===== src/rtl/spi_rr_arbiter_if.sv =====
// Client-side and SPI-master-side signals of the round-robin SPI arbiter.
// The arbiter connects through the slave modport; whatever drives the clients
// and the SPI master (or a testbench standing in for them) uses the master modport.
interface spi_rr_arbiter_if #(
  parameter int N     = 4,
  parameter int WIDTH = 8
);
  logic [N-1:0]       req;
  logic [N*WIDTH-1:0] req_data;
  logic [N-1:0]       ack;
  logic [WIDTH-1:0]   rsp_data;
  logic               rsp_err;
  logic               spi_start;
  logic [WIDTH-1:0]   spi_tx_data;
  logic               spi_busy;
  logic [WIDTH-1:0]   spi_rx_data;
  logic               spi_cs_n;
  logic [N-1:0]       sel_cs_n;

  modport slave (
    input  req, req_data, spi_busy, spi_rx_data, spi_cs_n,
    output ack, rsp_data, rsp_err, spi_start, spi_tx_data, sel_cs_n
  );

  modport master (
    output req, req_data, spi_busy, spi_rx_data, spi_cs_n,
    input  ack, rsp_data, rsp_err, spi_start, spi_tx_data, sel_cs_n
  );
endinterface


===== src/rtl/spi_rr_arbiter.sv =====
// Round-robin arbiter sharing one SPI master among N clients, one slave each.
// A winner is chosen in IDLE starting from ptr; its word is handed to the master,
// the master's cs_n is routed to the winner's slave select, and the received word
// (or a timeout error) is returned with a one-cycle ack pulse.
module spi_rr_arbiter #(
  parameter int N       = 4,
  parameter int WIDTH   = 8,
  parameter int TIMEOUT = 1023
) (
  input logic           clk,
  input logic           rst_n,
  spi_rr_arbiter_if.slave bus
);

  localparam int IDX_W = (N > 1) ? $clog2(N) : 1;
  localparam int CNT_W = $clog2(TIMEOUT + 1);
  localparam logic [CNT_W-1:0] TMO_C = CNT_W'(TIMEOUT);

  typedef enum logic [2:0] {IDLE, START, WAIT_BUSY, WAIT_DONE, RESP} state_t;

  state_t           state, state_next;
  logic [IDX_W-1:0] ptr, gnt, winner, cand;
  logic             found;
  logic [CNT_W-1:0] cnt;
  logic             timed_out;

  // Round-robin search: first requester at or after ptr, wrapping modulo N.
  always_comb begin
    winner = '0;
    found  = 1'b0;
    cand   = '0;
    for (int i = 0; i < N; i++) begin
      cand = IDX_W'((int'(ptr) + i) % N);
      if (!found && bus.req[cand]) begin
        found  = 1'b1;
        winner = cand;
      end
    end
  end

  // State register.
  always_ff @(posedge clk or negedge rst_n) begin
    if (!rst_n) state <= IDLE;
    else        state <= state_next;
  end

  // Next state; a timeout wins in WAIT_BUSY, a finished transfer wins in WAIT_DONE.
  always_comb begin
    state_next = state;
    timed_out  = 1'b0;
    case (state)
      IDLE:      if (found) state_next = START;
      START:     state_next = WAIT_BUSY;
      WAIT_BUSY: begin
        if (cnt == TMO_C) begin
          state_next = RESP;
          timed_out  = 1'b1;
        end else if (bus.spi_busy) begin
          state_next = WAIT_DONE;
        end
      end
      WAIT_DONE: begin
        if (!bus.spi_busy) begin
          state_next = RESP;
        end else if (cnt == TMO_C) begin
          state_next = RESP;
          timed_out  = 1'b1;
        end
      end
      RESP:      state_next = IDLE;
      default:   state_next = IDLE;
    endcase
  end

  // Grant, pointer, timeout counter and all registered outputs.
  always_ff @(posedge clk or negedge rst_n) begin
    if (!rst_n) begin
      ptr             <= '0;
      gnt             <= '0;
      cnt             <= '0;
      bus.spi_start   <= 1'b0;
      bus.spi_tx_data <= '0;
      bus.ack         <= '0;
      bus.rsp_data    <= '0;
      bus.rsp_err     <= 1'b0;
    end else begin
      bus.spi_start <= (state == IDLE) && found;
      bus.ack       <= '0;
      case (state)
        IDLE: begin
          if (found) begin
            gnt             <= winner;
            bus.spi_tx_data <= bus.req_data[int'(winner)*WIDTH +: WIDTH];
            cnt             <= '0;
          end
        end
        WAIT_BUSY, WAIT_DONE: cnt <= cnt + CNT_W'(1);
        RESP: ptr <= (int'(gnt) == N - 1) ? '0 : gnt + IDX_W'(1);
        default: ;
      endcase
      if (state_next == RESP) begin
        bus.ack      <= N'(1) << gnt;
        bus.rsp_data <= timed_out ? '0 : bus.spi_rx_data;
        bus.rsp_err  <= timed_out;
      end
    end
  end

  // Route the master's chip select to the granted slave while a transfer is active.
  always_comb begin
    bus.sel_cs_n = '1;
    if (state != IDLE) bus.sel_cs_n[gnt] = bus.spi_cs_n;
  end

endmodule


===== src/flat_wrapper.sv =====
// flat-port wrapper written by rule: the top's interface ports become plain ports
module spi_rr_arbiter_flat 
#(
  parameter int N       = 4,
  parameter int WIDTH   = 8,
  parameter int TIMEOUT = 1023
)
  (clk, rst_n, bus_req, bus_req_data, bus_spi_busy, bus_spi_rx_data, bus_spi_cs_n, bus_ack, bus_rsp_data, bus_rsp_err, bus_spi_start, bus_spi_tx_data, bus_sel_cs_n);
  spi_rr_arbiter_if #(.N(N), .WIDTH(WIDTH)) bus_i ();
  input logic clk;
  input logic rst_n;
  input wire logic [$bits(bus_i.req)-1:0] bus_req;
  input wire logic [$bits(bus_i.req_data)-1:0] bus_req_data;
  input wire logic [$bits(bus_i.spi_busy)-1:0] bus_spi_busy;
  input wire logic [$bits(bus_i.spi_rx_data)-1:0] bus_spi_rx_data;
  input wire logic [$bits(bus_i.spi_cs_n)-1:0] bus_spi_cs_n;
  output wire logic [$bits(bus_i.ack)-1:0] bus_ack;
  output wire logic [$bits(bus_i.rsp_data)-1:0] bus_rsp_data;
  output wire logic [$bits(bus_i.rsp_err)-1:0] bus_rsp_err;
  output wire logic [$bits(bus_i.spi_start)-1:0] bus_spi_start;
  output wire logic [$bits(bus_i.spi_tx_data)-1:0] bus_spi_tx_data;
  output wire logic [$bits(bus_i.sel_cs_n)-1:0] bus_sel_cs_n;
  assign bus_i.req = bus_req;
  assign bus_i.req_data = bus_req_data;
  assign bus_i.spi_busy = bus_spi_busy;
  assign bus_i.spi_rx_data = bus_spi_rx_data;
  assign bus_i.spi_cs_n = bus_spi_cs_n;
  assign bus_ack = bus_i.ack;
  assign bus_rsp_data = bus_i.rsp_data;
  assign bus_rsp_err = bus_i.rsp_err;
  assign bus_spi_start = bus_i.spi_start;
  assign bus_spi_tx_data = bus_i.spi_tx_data;
  assign bus_sel_cs_n = bus_i.sel_cs_n;
  spi_rr_arbiter #(.N(N), .WIDTH(WIDTH), .TIMEOUT(TIMEOUT)) u_core (.clk(clk), .rst_n(rst_n), .bus(bus_i));
endmodule

===== config.mk =====
export PLATFORM = sky130hd
export DESIGN_NAME = spi_rr_arbiter_flat
export DESIGN_NICKNAME = d
export VERILOG_FILES = /design/src/rtl/spi_rr_arbiter_if.sv /design/src/rtl/spi_rr_arbiter.sv /design/src/flat_wrapper.sv
export SDC_FILE = /design/constraint.sdc
export NUM_CORES = 1
export LEC_CHECK = 0
export CAP_MARGIN = 25
export CORE_MARGIN = 1
export CORE_UTILIZATION = 48
export DETAILED_ROUTE_END_ITERATION = 10
export GPL_ROUTABILITY_DRIVEN = 0
export PLACE_DENSITY_LB_ADDON = 0.3
export SYNTH_ARGS = -nofsm -noshare
export SYNTH_HDL_FRONTEND = slang
export SYNTH_SLANG_ARGS = --single-unit

===== constraint.sdc =====
create_clock -name clk -period 5.3 [get_ports clk]
set_clock_uncertainty 0.15 [all_clocks]
set_input_delay 0.795 -clock clk [delete_from_list [all_inputs] [get_ports clk]]
set_output_delay 0.795 -clock clk [all_outputs]
set_load 0.005 [all_outputs]

==> flow_metrics.py, run 1 <==
metrics = {
    "placed_design": {
        "placedCellCount": 312,
        "place.detailed.hpwl_mm": 3.57,
        "placed_area_um2": 2790,
        "post-place-ws_ps": 2110,
        "io_buffer_count": 73,
    },
    "logic_synthesis": {
        "synth_top_cell_area_share_pct": 48.2,
        "yosysTopAreaCell": "sky130_fd_sc_hd__dfrtp_1",
        "synth_area_per_cell_um2": 10.4,
        "synth.ff_latch_count": 39,
        "syn-num-nets": 247,
        "post_synth_instance_area_um2": 2020,
        "yosysSeqAreaShare_pct": 48.2,
        "yosys_warnings": 0,
        "synthesis.instances": 194,
        "netlist-cell-type-count": 37,
        "synth.top_cells.by_area": "sky130_fd_sc_hd__dfrtp_1 48%, sky130_fd_sc_hd__nand2_1 4.3%, sky130_fd_sc_hd__nand4_1 4.0%",
    },
    "floorplan": {
        "overall_die_width_um": 66.9,
        "core_area_um2": 4030,
        "chip_height_um": 66.9,
        "initial_core_util_pct": 50.2,
        "row_count": 23,
        "design.die.area_um2": 4480,
        "boundaryPins": 74,
    },
    "critical_path": {
        "worst_setup_path_start_kind": "register",
        "critPathSlowestCell": "sky130_fd_sc_hd__clkdlybuf4s50_1",
        "cpLargestDelayFamily": "simple AND/OR/NAND/NOR gates",
        "critical_path.max_fanout": 5,
        "worstPathArrival_ps": 1960,
        "crit_path_max_incr_delay_ps": 500,
        "cp.buffers_inverters": 1,
        "worstSetupEndpointType": "output port",
        "timing.critical_path.cells": "nor3_1 > nor2_1 > nand2_1 > clkdlybuf4s50_1",
        "critical_path_required_ps": 4360,
        "crit_type": "reg2out",
    },
    "timing": {
        "layout_worst_path_cycle_share_pct": 54.8,
        "slew_at_the_pin_closest_to_its_max_slew_limit_ps": 880,
        "timing.final.ws_setup_ps": 2390,
        "layout_min_cycle_time_ps": 2910,
        "final_report_max_slew_violation_count": 0,
        "timing_hold_violations_final": 0,
        "grt_setup_unrepaired": "false",
        "setup_viol_count_final": 0,
        "timing.setup.tns_ps": 0,
        "timing_limited_maximum_frequency_mhz": 344,
        "slew_headroom_pct": 41.0,
    },
    "cts": {
        "numCtsBuffers": 5,
        "clock_slew_at_the_register_clock_pins_of_the_worst_setup_and_hold_paths_ps": 90,
        "ctsLongestPathBuffers": 2,
        "insertion_delay_ps": 300,
        "ctsRootBufferMaster": "sky130_fd_sc_hd__clkbuf_8",
        "clock_sinks": 39,
        "total_setup_buffers_inserted_after_cts": 0,
        "post_cts_resize_count": 0,
        "cts_hold_buf": 0,
        "cts-htree-levels": 2,
        "tritoncts": "yes",
    },
    "routing": {
        "dr_total_vias": 1831,
        "route.detailed.vias_per_inst": 5.72,
        "remaining_drc_errors": 0,
        "firstDrtPassIters": 4,
        "final_antenna_net_count": 0,
        "detailedRoute.firstIterationViolations": 105,
        "wl_mm": 5.07,
        "avgRoutedWirePerCell_um": 15.8,
    },
    "layout": {
        "final_cell_mix": "72 x sky130_fd_sc_hd__clkdlybuf4s50_1, 39 x sky130_fd_sc_hd__dfrtp_1, 23 x sky130_fd_sc_hd__nand2_1, 13 x sky130_fd_sc_hd__nand4_1, 11 x sky130_fd_sc_hd__nor2_1",
        "num-nets-final": 322,
        "final_cell_area_um2": 2910,
        "most_common_library_cell_in_the_layout_ignoring_fill_and_taps": "sky130_fd_sc_hd__clkdlybuf4s50_1",
        "layout.cells.non_filler": 320,
        "layout-drive-gt1-share_pct": 6.30,
        "area_growth_pct": 43.6,
        "diodes": 0,
        "finalCoreUtilization_pct": 72.1,
    },
    "global_routing": {
        "globalRouteMet1Util_pct": 30.7,
        "grt_pass1_wl_mm": 7.83,
        "grt_antenna_before_repair": 0,
        "pin_count_of_the_biggest_net_entering_global_routing": 40,
        "globalRouteMet3Util_pct": 6.16,
        "grt_use_total_pct": 23.6,
        "via_count_of_the_first_global_routing_pass": 1792,
        "met2_usage_pct": 37.8,
        "grt_remaining_overflow": 0,
        "grt_most_used_layer": "met2",
    },
    "pwr": {
        "power_per_cell_area_nw_per_um2": 462,
        "vdd_drop_max_v": 0.000305,
        "power.static_leakage_nw": 1.27,
    },
    "job": {
        "max_cap_viol_count": 0,
    },
    "worst_hold_path": {
        "holdCritPathClass": "reg2reg",
    },
    "run_status": {
        "result_of_the_run": "finished, final reports clean",
    },
}
## area by class of cell
| type | count | area (um^2) |
|---|---|---|
| inverter | 7 | 26.3 |
| fill | 322 | 1120 |
| multi-input combinational | 142 | 991 |
| sequential | 39 | 976 |
| tap | 50 | 62.6 |
| timing repair buffer | 74 | 733 |
| clock inverter | 3 | 47.5 |
| clock buffer | 5 | 68.8 |
## cell families (layout without fill, tap and decap cells)
family | count (synthesis) | in the layout | synth area share [%]
xor+xnor | 5 | 5 | 2.16
flops | 39 | 39 | 48.2
mux | 9 | 9 | 4.51
fa+ha+maj | 5 | 5 | 3.09
buf+inv | 13 | 89 | 2.78
compound gates | 54 | 54 | 21.5
simple gates | 69 | 69 | 17.7
## state kept, by name (all words and copies together) (netlist names)
| register | count |
|---|---|
| u_core.bus.ack | 4 |
| u_core.bus.rsp_data | 8 |
| u_core.bus.rsp_err | 1 |
| u_core.bus.spi_start | 1 |
| u_core.bus.spi_tx_data | 8 |
| u_core.cnt | 10 |
| u_core.gnt | 2 |
| u_core.ptr | 2 |
| u_core.state | 3 |
## Yosys cell counts (all sizes together)
cell     n
nand3    2
nor3     2
a22o     8
o22ai    1
or3      1
mux2i    8
xor2     5
inv      7
nor2    11
nand2b   4
and4     2
dfrtp   39
clkbuf   2
nor2b    2
o21a     1
o41ai    1
a211oi   1
mux2     1
o31ai   10
a21o     2
buf      4
and2     1
a211o    8
a221oi   1
nand4   13
ha       5
nand2   24
o21ai   10
and3     7
o211ai   8
a21oi    3
## power breakdown
part           switching, mW  total [mW]  internal, mW
registers             0.0752       0.479         0.403
clock network          0.115       0.258         0.143
logic                  0.292       0.605         0.313
## path summary, 6_finish.rpt
path / start / end / slack, ps / cells after the start
min in group asynchronous: rst_n / u_core.bus.ack[1] / 450 / 1
hold / removal: u_core.state[2] / u_core.state[1] / 350 / 1
setup reg to reg: u_core.state[1] / u_core.cnt[8] / 2920 / 7
hold reg to reg: u_core.state[2] / u_core.state[1] / 350 / 1
max in group asynchronous: rst_n / u_core.cnt[8] / 4010 / 1
setup / recovery: u_core.state[1] / bus_sel_cs_n[1] / 2390 / 4
## routing by layer
| layer | vias up | routed length, um | part of all wire, % |
|---|---|---|---|
| met1 | 902 | 2280 | 45 |
| met2 | 48 | 2510 | 49 |
| met4 | 0 | 67 | 1.3 |
| li1 | 875 | - | - |
| met3 | 6 | 211 | 4.2 |
| met5 | - | 0 | 0 |
## through the flow
stage          hold WS [ps]  total power, mW
2_1_floorplan           288            0.814
3_3_place_gp            326             1.07
3_5_place_dp            338             1.08
4_1_cts                 347             1.35
5_1_grt                 379             1.44
6_report                349             1.34
(Power assumes the default switching activity.)
==> inputs of run 2 (changes only) <==
- CORE_UTILIZATION: 48 -> 44
- clock period: 5.3 -> 2.8 ns (I/O delays scaled with it)
==> run 2 against run 1 <==
Compared with the run above:
- design area shrank 0.52%
- sequential share of layout area rose by 0.17 points
- global-route usage is 3.0 points lower
- count of clock-buffer cells in the layout did not move
- hold slack got worse by 270 ps
- critical path type unchanged
- largest power group unchanged
==> flow_metrics.py, run 2 (same netlist as run 1, synthesis figures left out) <==
metrics = {
    "timing": {
        "final_report_max_slew_violation_count": 0,
        "setup_viol_count_final": 0,
        "timing_limited_maximum_frequency_mhz": 405,
        "layout_worst_path_cycle_share_pct": 88.2,
        "slew_at_the_pin_closest_to_its_max_slew_limit_ps": 837,
        "timing_hold_violations_final": 0,
        "slew_headroom_pct": 44.2,
        "timing.setup.tns_ps": 0,
        "grt_setup_unrepaired": "false",
        "layout_min_cycle_time_ps": 2470,
    },
    "layout": {
        "diodes": 0,
        "num-nets-final": 324,
        "top_regs": "u_core.cnt: 10 flops, u_core.bus.rsp_data: 8 flops, u_core.bus.spi_tx_data: 8 flops",
        "largest_register_ff_count": 10,
        "filler_cell_count": 348,
        "most_common_library_cell_in_the_layout_ignoring_fill_and_taps": "sky130_fd_sc_hd__clkdlybuf4s50_1",
        "final_cell_mix": "72 x sky130_fd_sc_hd__clkdlybuf4s50_1, 39 x sky130_fd_sc_hd__dfrtp_1, 23 x sky130_fd_sc_hd__nand2_1, 13 x sky130_fd_sc_hd__nand4_1, 11 x sky130_fd_sc_hd__nor2_1",
        "area_growth_pct": 42.9,
        "layout-drive-gt1-share_pct": 6.99,
        "largest_register": "u_core.cnt",
    },
    "critical_path": {
        "crit-reg2reg-capture": "u_core.bus.rsp_data[4]",
        "critical_path_required_ps": 2230,
        "worst_setup_path_start_kind": "register",
        "reg2reg_from": "u_core.cnt[0]",
        "critPathSlowestCell": "sky130_fd_sc_hd__clkdlybuf4s50_1",
        "worstSetupEndpointType": "output port",
        "worstPathArrival_ps": 1900,
        "ff2ff_setup_slack_ps": 650,
        "critical_path.max_fanout": 5,
        "worst-r2r-cell-count": 6,
        "crit_type": "reg2out",
        "crit_path_max_incr_delay_ps": 490,
        "timing.critical_path.cells": "nor3_1 > nor2_1 > nand2_1 > clkdlybuf4s50_1",
    },
    "global_routing": {
        "grt_pass1_wl_mm": 7.86,
        "grt_remaining_overflow": 0,
        "grt_use_total_pct": 20.5,
        "pin_count_of_the_biggest_net_entering_global_routing": 40,
        "via_count_of_the_first_global_routing_pass": 1758,
        "grt_antenna_before_repair": 0,
    },
    "routing": {
        "detailedRoute.firstIterationViolations": 144,
        "final_antenna_net_count": 0,
        "dr_total_vias": 1795,
        "firstDrtPassIters": 4,
        "remaining_drc_errors": 0,
        "route.detailed.vias_per_inst": 5.54,
        "wl_mm": 4.87,
        "avgRoutedWirePerCell_um": 15.0,
    },
    "floorplan": {
        "chip_height_um": 69.8,
        "initial_core_util_pct": 46.1,
        "overall_die_width_um": 69.8,
        "boundaryPins": 74,
        "design.die.area_um2": 4870,
        "core_area_um2": 4380,
        "row_count": 24,
    },
    "worst_hold_path": {
        "holdCritPathClass": "in2async",
    },
    "cts": {
        "tritoncts": "yes",
        "ctsRootBufferMaster": "sky130_fd_sc_hd__clkbuf_8",
        "cts-htree-levels": 2,
        "total_setup_buffers_inserted_after_cts": 0,
        "insertion_delay_ps": 290,
        "ctsLongestPathBuffers": 2,
        "post_cts_resize_count": 0,
        "clock_sinks": 39,
        "clock_slew_at_the_register_clock_pins_of_the_worst_setup_and_hold_paths_ps": 70,
        "numCtsBuffers": 5,
        "cts_hold_buf": 0,
    },
    "pwr": {
        "vdd_drop_max_v": 0.000584,
        "power.static_leakage_nw": 1.27,
        "switching_share_pct": 36.2,
        "pwr-share-seq_pct": 37.6,
        "post-layout-total-power_mw": 2.42,
        "p_int_mw": 1.54,
        "power.combinational.fraction_pct": 47.7,
        "p_clk_share_pct": 14.8,
        "power_switching_mw": 0.877,
        "power_per_cell_area_nw_per_um2": 837,
    },
    "placed_design": {
        "place.detailed.hpwl_mm": 3.67,
        "io_buffer_count": 73,
    },
    "job": {
        "max_cap_viol_count": 0,
    },
    "run_status": {
        "result_of_the_run": "finished, final reports clean",
    },
}
## run 2: worst max path at each step
stage,startpoint,endpoint,slack (ps)
after floorplan,u_core.cnt[0],u_core.bus.rsp_data[0],990
after global placement,bus_req[3],u_core.bus.spi_tx_data[6],380
after detailed placement,bus_req[3],u_core.bus.spi_tx_data[6],330
after CTS,u_core.state[1],bus_sel_cs_n[0],290
after global routing,u_core.state[1],bus_sel_cs_n[3],220
final,u_core.state[1],bus_sel_cs_n[0],330
## run 2: area by class of cell
type / instances / area, um^2 / share of cell area [%]
multi-input cells: 142 / 991 / 34.3
well taps: 52 / 65.1 / 2.25
repair buffers: 76 / 748 / 25.9
clock buffers: 5 / 68.8 / 2.38
clock inverters: 3 / 15.0 / 0.519
inverters: 7 / 26.3 / 0.909
flip-flops and latches: 39 / 976 / 33.8
## run 2: per-stage QoR
step                      cells  hold WS [ps]  utilization, %  setup slack, ps  cell area (um^2)
after floorplan             194         -25.6               -              989              2020
after global placement      316           314            64.0              380              2810
after detailed placement    316           313            64.0              326              2810
after CTS                   324          98.3            65.9              291              2890
after global routing        324           156            65.9              220              2890
final                       324          75.1            65.9              330              2890
## run 2: worst max-delay path, delay by kind of cell (launching register included)
family	cells	cell delay [ps]
buf+inv	1	490
simple gates	3	700
flops	1	420
## run 2: layer usage
layer  GRT usage, %  vias up  wire [um]  part of all wire (%)
met5              0        -          0                     0
met4           8.00        0         76                   1.6
met3           5.96        9        248                   5.1
met2           33.4       49       2340                    48
met1           25.7      855       2200                    45
li1               -      882          -                     -
## run 2: power by group through the flow
stage          Combinational, mW  Clock (mW)  Sequential [mW]
3_3_place_gp                1.13           0            0.914
4_1_cts                     1.16       0.376            0.909
5_1_grt                     1.26       0.396            0.939
3_5_place_dp                1.16           0            0.919
2_1_floorplan              0.636           0            0.905
6_report                    1.15       0.357            0.909
